<file path="config.mk">
export PLATFORM = sky130hd
export DESIGN_NAME = manchester_byte_decoder_flat
export DESIGN_NICKNAME = d
export VERILOG_FILES = /design/src/rtl/manchester_byte_decoder_if.sv /design/src/rtl/manchester_byte_decoder.sv /design/src/flat_wrapper.sv
export SDC_FILE = /design/constraint.sdc
export NUM_CORES = 1
export LEC_CHECK = 0
export ABC_CLOCK_PERIOD_IN_PS = 1500
export CELL_PAD_IN_SITES_DETAIL_PLACEMENT = 0
export CELL_PAD_IN_SITES_GLOBAL_PLACEMENT = 1
export CORE_ASPECT_RATIO = 1.1
export CORE_UTILIZATION = 36
export DETAILED_ROUTE_END_ITERATION = 10
export PLACE_DENSITY = 0.77
export SKIP_CTS_REPAIR_TIMING = 1
export SKIP_LAST_GASP = 1
export SYNTH_ARGS = -nofsm -noshare
export SYNTH_HDL_FRONTEND = slang
export SYNTH_SLANG_ARGS = --single-unit
</file>
<file path="constraint.sdc">
create_clock -name clock -period 1.5 [get_ports clock]
set_input_delay 0.3 -clock clock [delete_from_list [all_inputs] [get_ports clock]]
set_output_delay 0.3 -clock clock [all_outputs]
set_load 0.005 [all_outputs]
</file>
<file path="src/rtl/manchester_byte_decoder_if.sv">
// Byte output channel of the Manchester decoder.
// Handshake: the producer raises byte_valid with byte_data stable and keeps
// both unchanged until the consumer is ready. A transfer happens on every
// rising clock edge where byte_valid && byte_ready are both high. The producer
// may load a new byte on the same edge as a transfer.
interface manchester_byte_decoder_if;
    logic [7:0] byte_data;
    logic       byte_valid;
    logic       byte_ready;

    modport master (
        output byte_data,
        output byte_valid,
        input  byte_ready
    );

    modport slave (
        input  byte_data,
        input  byte_valid,
        output byte_ready
    );
endinterface

</file>
<file path="src/rtl/manchester_byte_decoder.sv">
// Manchester byte decoder: samples the line in both halves of each bit, as
// marked by the recovered half-bit clock. It rejects bits without a mid-bit
// transition and packs the bits LSB-first into bytes. Each byte goes out
// through a single-entry holding register.
module manchester_byte_decoder #(
    parameter int TIMEOUT = 64
) (
    input  logic                             clock,
    input  logic                             reset,
    input  logic                             digital_in,
    input  logic                             manchester_clock,
    manchester_byte_decoder_if.master        byte_out,
    output logic                             receiving,
    output logic                             overrun,
    output logic [7:0]                       code_errors,
    output logic [1:0]                       state_dbg
);

    typedef enum logic [1:0] {
        HUNT   = 2'd0,
        WAIT_A = 2'd1,
        WAIT_B = 2'd2
    } state_t;

    localparam logic [7:0] TMO_LAST = 8'(TIMEOUT - 1);

    state_t     state;
    state_t     state_next;
    logic       mclk_q;
    logic       half_a;
    logic [7:0] shift_reg;
    logic [2:0] bit_cnt;
    logic [7:0] tmo_cnt;

    logic toggle;
    logic rise_t;
    logic fall_t;
    logic bit_good;
    logic bit_bad;
    logic byte_done;
    logic tmo_hit;
    logic accept;
    logic capture_a;

    assign toggle    = manchester_clock ^ mclk_q;
    assign rise_t    = toggle & manchester_clock;
    assign fall_t    = toggle & ~manchester_clock;
    assign bit_good  = (state == WAIT_B) && fall_t && (half_a != digital_in);
    assign bit_bad   = (state == WAIT_B) && fall_t && (half_a == digital_in);
    assign byte_done = bit_good && (bit_cnt == 3'd7);
    // A toggle in the same cycle always wins over an expiring idle counter.
    assign tmo_hit   = (state != HUNT) && !toggle && (tmo_cnt == TMO_LAST);
    assign accept    = byte_out.byte_valid && byte_out.byte_ready;
    assign capture_a = rise_t && (state == HUNT || state == WAIT_A);

    // State register.
    always_ff @(posedge clock) begin
        if (reset) state <= HUNT;
        else       state <= state_next;
    end

    // Next-state logic: track which half of the bit period comes next.
    always_comb begin
        state_next = state;
        case (state)
            HUNT:    if (rise_t) state_next = WAIT_B;
            WAIT_B:  begin
                if (bit_good)     state_next = WAIT_A;
                else if (bit_bad) state_next = HUNT;
                else if (tmo_hit) state_next = HUNT;
            end
            WAIT_A:  begin
                if (rise_t)       state_next = WAIT_B;
                else if (tmo_hit) state_next = HUNT;
            end
            default: state_next = HUNT;
        endcase
    end

    // FSM outputs.
    always_comb begin
        receiving = (state != HUNT);
        state_dbg = state;
    end

    // Bit assembly: half-bit capture, shift register, bit counter, idle counter.
    always_ff @(posedge clock) begin
        if (reset) begin
            mclk_q    <= 1'b0;
            half_a    <= 1'b0;
            shift_reg <= 8'd0;
            bit_cnt   <= 3'd0;
            tmo_cnt   <= 8'd0;
        end else begin
            mclk_q <= manchester_clock;
            if (capture_a) half_a <= digital_in;

            if (bit_good) begin
                shift_reg <= {half_a, shift_reg[7:1]};
                bit_cnt   <= bit_cnt + 3'd1;
            end else if (bit_bad || tmo_hit) begin
                shift_reg <= 8'd0;
                bit_cnt   <= 3'd0;
            end

            if (state == HUNT || toggle || tmo_hit) tmo_cnt <= 8'd0;
            else                                    tmo_cnt <= tmo_cnt + 8'd1;
        end
    end

    // Holding register, overrun flag and saturating violation counter.
    always_ff @(posedge clock) begin
        if (reset) begin
            byte_out.byte_data  <= 8'd0;
            byte_out.byte_valid <= 1'b0;
            overrun             <= 1'b0;
            code_errors         <= 8'd0;
        end else begin
            if (byte_done && (!byte_out.byte_valid || byte_out.byte_ready)) begin
                byte_out.byte_data  <= {half_a, shift_reg[7:1]};
                byte_out.byte_valid <= 1'b1;
            end else begin
                if (byte_done) overrun <= 1'b1;
                if (accept)    byte_out.byte_valid <= 1'b0;
            end

            if (bit_bad && code_errors != 8'hFF) code_errors <= code_errors + 8'd1;
        end
    end

endmodule

</file>
<file path="src/flat_wrapper.sv">
// flat-port wrapper written by rule: the top's interface ports become plain ports
module manchester_byte_decoder_flat 
#(
    parameter int TIMEOUT = 64
)
  (clock, reset, digital_in, manchester_clock, receiving, overrun, code_errors, state_dbg, byte_out_byte_data, byte_out_byte_valid, byte_out_byte_ready);
  manchester_byte_decoder_if byte_out_i ();
  input  logic clock;
  input  logic reset;
  input  logic digital_in;
  input  logic manchester_clock;
  output logic receiving;
  output logic overrun;
  output logic [7:0] code_errors;
  output logic [1:0] state_dbg;
  output wire logic [$bits(byte_out_i.byte_data)-1:0] byte_out_byte_data;
  output wire logic [$bits(byte_out_i.byte_valid)-1:0] byte_out_byte_valid;
  input wire logic [$bits(byte_out_i.byte_ready)-1:0] byte_out_byte_ready;
  assign byte_out_byte_data = byte_out_i.byte_data;
  assign byte_out_byte_valid = byte_out_i.byte_valid;
  assign byte_out_i.byte_ready = byte_out_byte_ready;
  manchester_byte_decoder #(.TIMEOUT(TIMEOUT)) u_core (.clock(clock), .reset(reset), .digital_in(digital_in), .manchester_clock(manchester_clock), .byte_out(byte_out_i), .receiving(receiving), .overrun(overrun), .code_errors(code_errors), .state_dbg(state_dbg));
endmodule
</file>
==> results.md <==
* Die width at 67.7 um
* Full die area at 5030 um2
* Root buf cell: clkbuf_8
* Hold Crit Class: in -> reg
* FF-to-FF End: u_core.code_errors[4]
* Slew HR at 78.9%
* Worst Path Max Fanout at 5
* Setup violators final at 0
* ANT cells at 0
* Power Dens Cells at 880 nW/um2
* Final Cycle Share at 98.5%
* EDFF count, synth at 0
* DR vias/cell at 5.07
* Clock Sink Count at 40
* H-tree depth at 2
* Area growth from synthesis to final layout at 43.5%
* Hold Vio Cnt, Final at 0
* Initial drt markers at 40
* Biggest regs: u_core.byte_out.byte_data: 8 flops, u_core.code_errors: 8 flops, u_core.tmo_cnt: 8 flops
* Worst Hold Path EP: u_core.mclk_q
* Initial antenna violation count at 0
* CTS Buf Count at 5
* First-pass GRT wire length at 5690 um
* Layout Skew at 5.31 ps
* Post-DRT Antenna Nets at 0
* Post-DR wirelength/cell at 13.1 um
* Pre-CTS setup slack at -603 ps
* Hold Path Stages at 3
* DRC Markers at 0
* Final Critical Period at 1480 ps
* Vias post-DR at 1441
* Nets at 240
* Number of max-cap violations at 0
* Hold WS at 317 ps
* Core Area at 4440 um2
* Crit end category: register
* Worst Hold Launch: manchester_clock
* Vias in the first global route at 1330
* Drt pass-1 iters at 4
* IO Pins at 26
* Reg2reg path depth at 6
* Worst-case clock buffer depth at 2
* Synth async-reset ratio at 0%
* Total congestion overflow at 0
* RSZ-0062 raised after global routing: true
* Cells after synthesis at 181
* Sequential element share of the synthesized area at 46.8%
* Reg-to-reg startpoint: u_core.mclk_q
* Synthesized flop and latch total at 40
* Critical Path RT at 1710 ps
* Post-layout util at 55.2%
* Row Count at 25
* Final Wtd Congestion at 0.839
* Setup WS post-layout at 22.8 ps
* CP Launch Type: register
* Largest net degree at the start of global routing at 28
* Starting Density at 38.5%
* Most frequent cells in the layout: 37 x nor2_1, 27 x dfxtp_1, 18 x buf_4, 17 x clkdlybuf4s50_1, 11 x mux2i_1
* Netlist Area Pre-Place at 1710 um2
* Run status: completed
* Ys flop type: dfxtp_1
* Clock transition at path regs at 80 ps
* Ratio of cells with drive above 1 in the final layout at 27.8%
* HPWL Detailed at 2550 um
* Peak supply drop at 0.000697 V
* Die height at 74.3 um
* Worst-skew pair later-pin latency at 280 ps
* Syn Nets at 192
* WP data arrival at 1690 ps
* GRT Total Usage at 14.9%
* Total power at 0.00216 W
* Reg2reg setup slack at 20 ps
* Yosys warning total at 0
* Post-synthesis cell type count at 36
* Fmax at 677 MHz
* Fin. max-slew vios at 0
* CTS tree: built
* Slew @ Worst Pin at 316 ps
* Commonest non-fill, non-tap cell in the layout: nor2_1
* Routed Wire Length at 3720 um
* Port bufs at 25
* CP Class: reg -> reg
* Leak at 1.09 nW
* Synthesized area per cell at 9.45 um2
[through the flow]
step | TNS, ps | cells | area, um2
after floorplan | 0 | 181 | 1710
after global placement | -17320 | 274 | 2180
after detailed placement | -18820 | 274 | 2180
after CTS | -8120 | 282 | 2300
after global routing | -241 | 284 | 2450
final | 0 | 284 | 2450
[layout make-up]
class / instances / area [um2]
Multi-Input combinational cell: 128 / 926
Sequential cell: 40 / 825
Clock inverter: 1 / 30.0
Clock buffer: 7 / 96.3
Timing Repair Buffer: 49 / 490
Fill cell: 420 / 1990
Inverter: 5 / 18.8
Tap cell: 54 / 67.6
[synth_stat cells, types with 4 or more instances]
master	number	area [um2]
mux2i_1	11	110
a21oi_1	10	50.1
dfxtp_1	40	801
a22oi_1	8	60.1
xor2_1	5	43.8
inv_1	5	18.8
ha_1	6	75.1
clkbuf_1	5	18.8
nand2_1	6	22.5
nand3_1	7	35.0
nand4_1	4	25.0
nor2_1	38	143
[worst max path at each step]
| stage | start | endpoint | slack, ps | depth (start not counted) |
|---|---|---|---|---|
| 2_1_floorplan | u_core.code_errors[0] | u_core.code_errors[1] | 4 | 5 |
| 3_3_place_gp | manchester_clock | u_core.code_errors[4] | -560 | 8 |
| 3_5_place_dp | manchester_clock | u_core.code_errors[7] | -600 | 8 |
| 4_1_cts | manchester_clock | u_core.code_errors[7] | -310 | 8 |
| 5_1_grt | u_core.mclk_q | u_core.code_errors[4] | -50 | 6 |
| 6_report | u_core.mclk_q | u_core.code_errors[4] | 20 | 6 |
[power by group]
| part | internal (W) | switching, W |
|---|---|---|
| logic | 0.0000732 | 0.0000661 |
| clock network | 0.000587 | 0.000358 |
| registers | 0.00107 | 0.00000943 |
[worst max-delay path, cell delays in order, from the launching register on]
cell and delay (ps):
dfxtp_2 350, ha_4 130, and3b_2 260, buf_12 130, o211ai_4 80, or3_1 330, a21oi_1 120
[layer usage]
metal	vias up	track usage (%)	share of wire, %
met5	-	0	0
met4	0	6.62	1.5
met3	5	2.76	2.7
met2	26	26.8	51
met1	683	16.9	44
li1	727	-	-
[cell families (layout without fill, tap and decap cells)]
logic type / Yosys count / in the layout / synth area share, %
simple gates: 74 / 74 / 21.1
flops: 40 / 40 / 46.8
compound gates: 28 / 28 / 11.9
buf+inv: 13 / 62 / 3.58
mux: 11 / 11 / 6.44
xor+xnor: 9 / 9 / 5.71
fa+ha+maj: 6 / 6 / 4.39
Power figures use the tool's default switching activity.
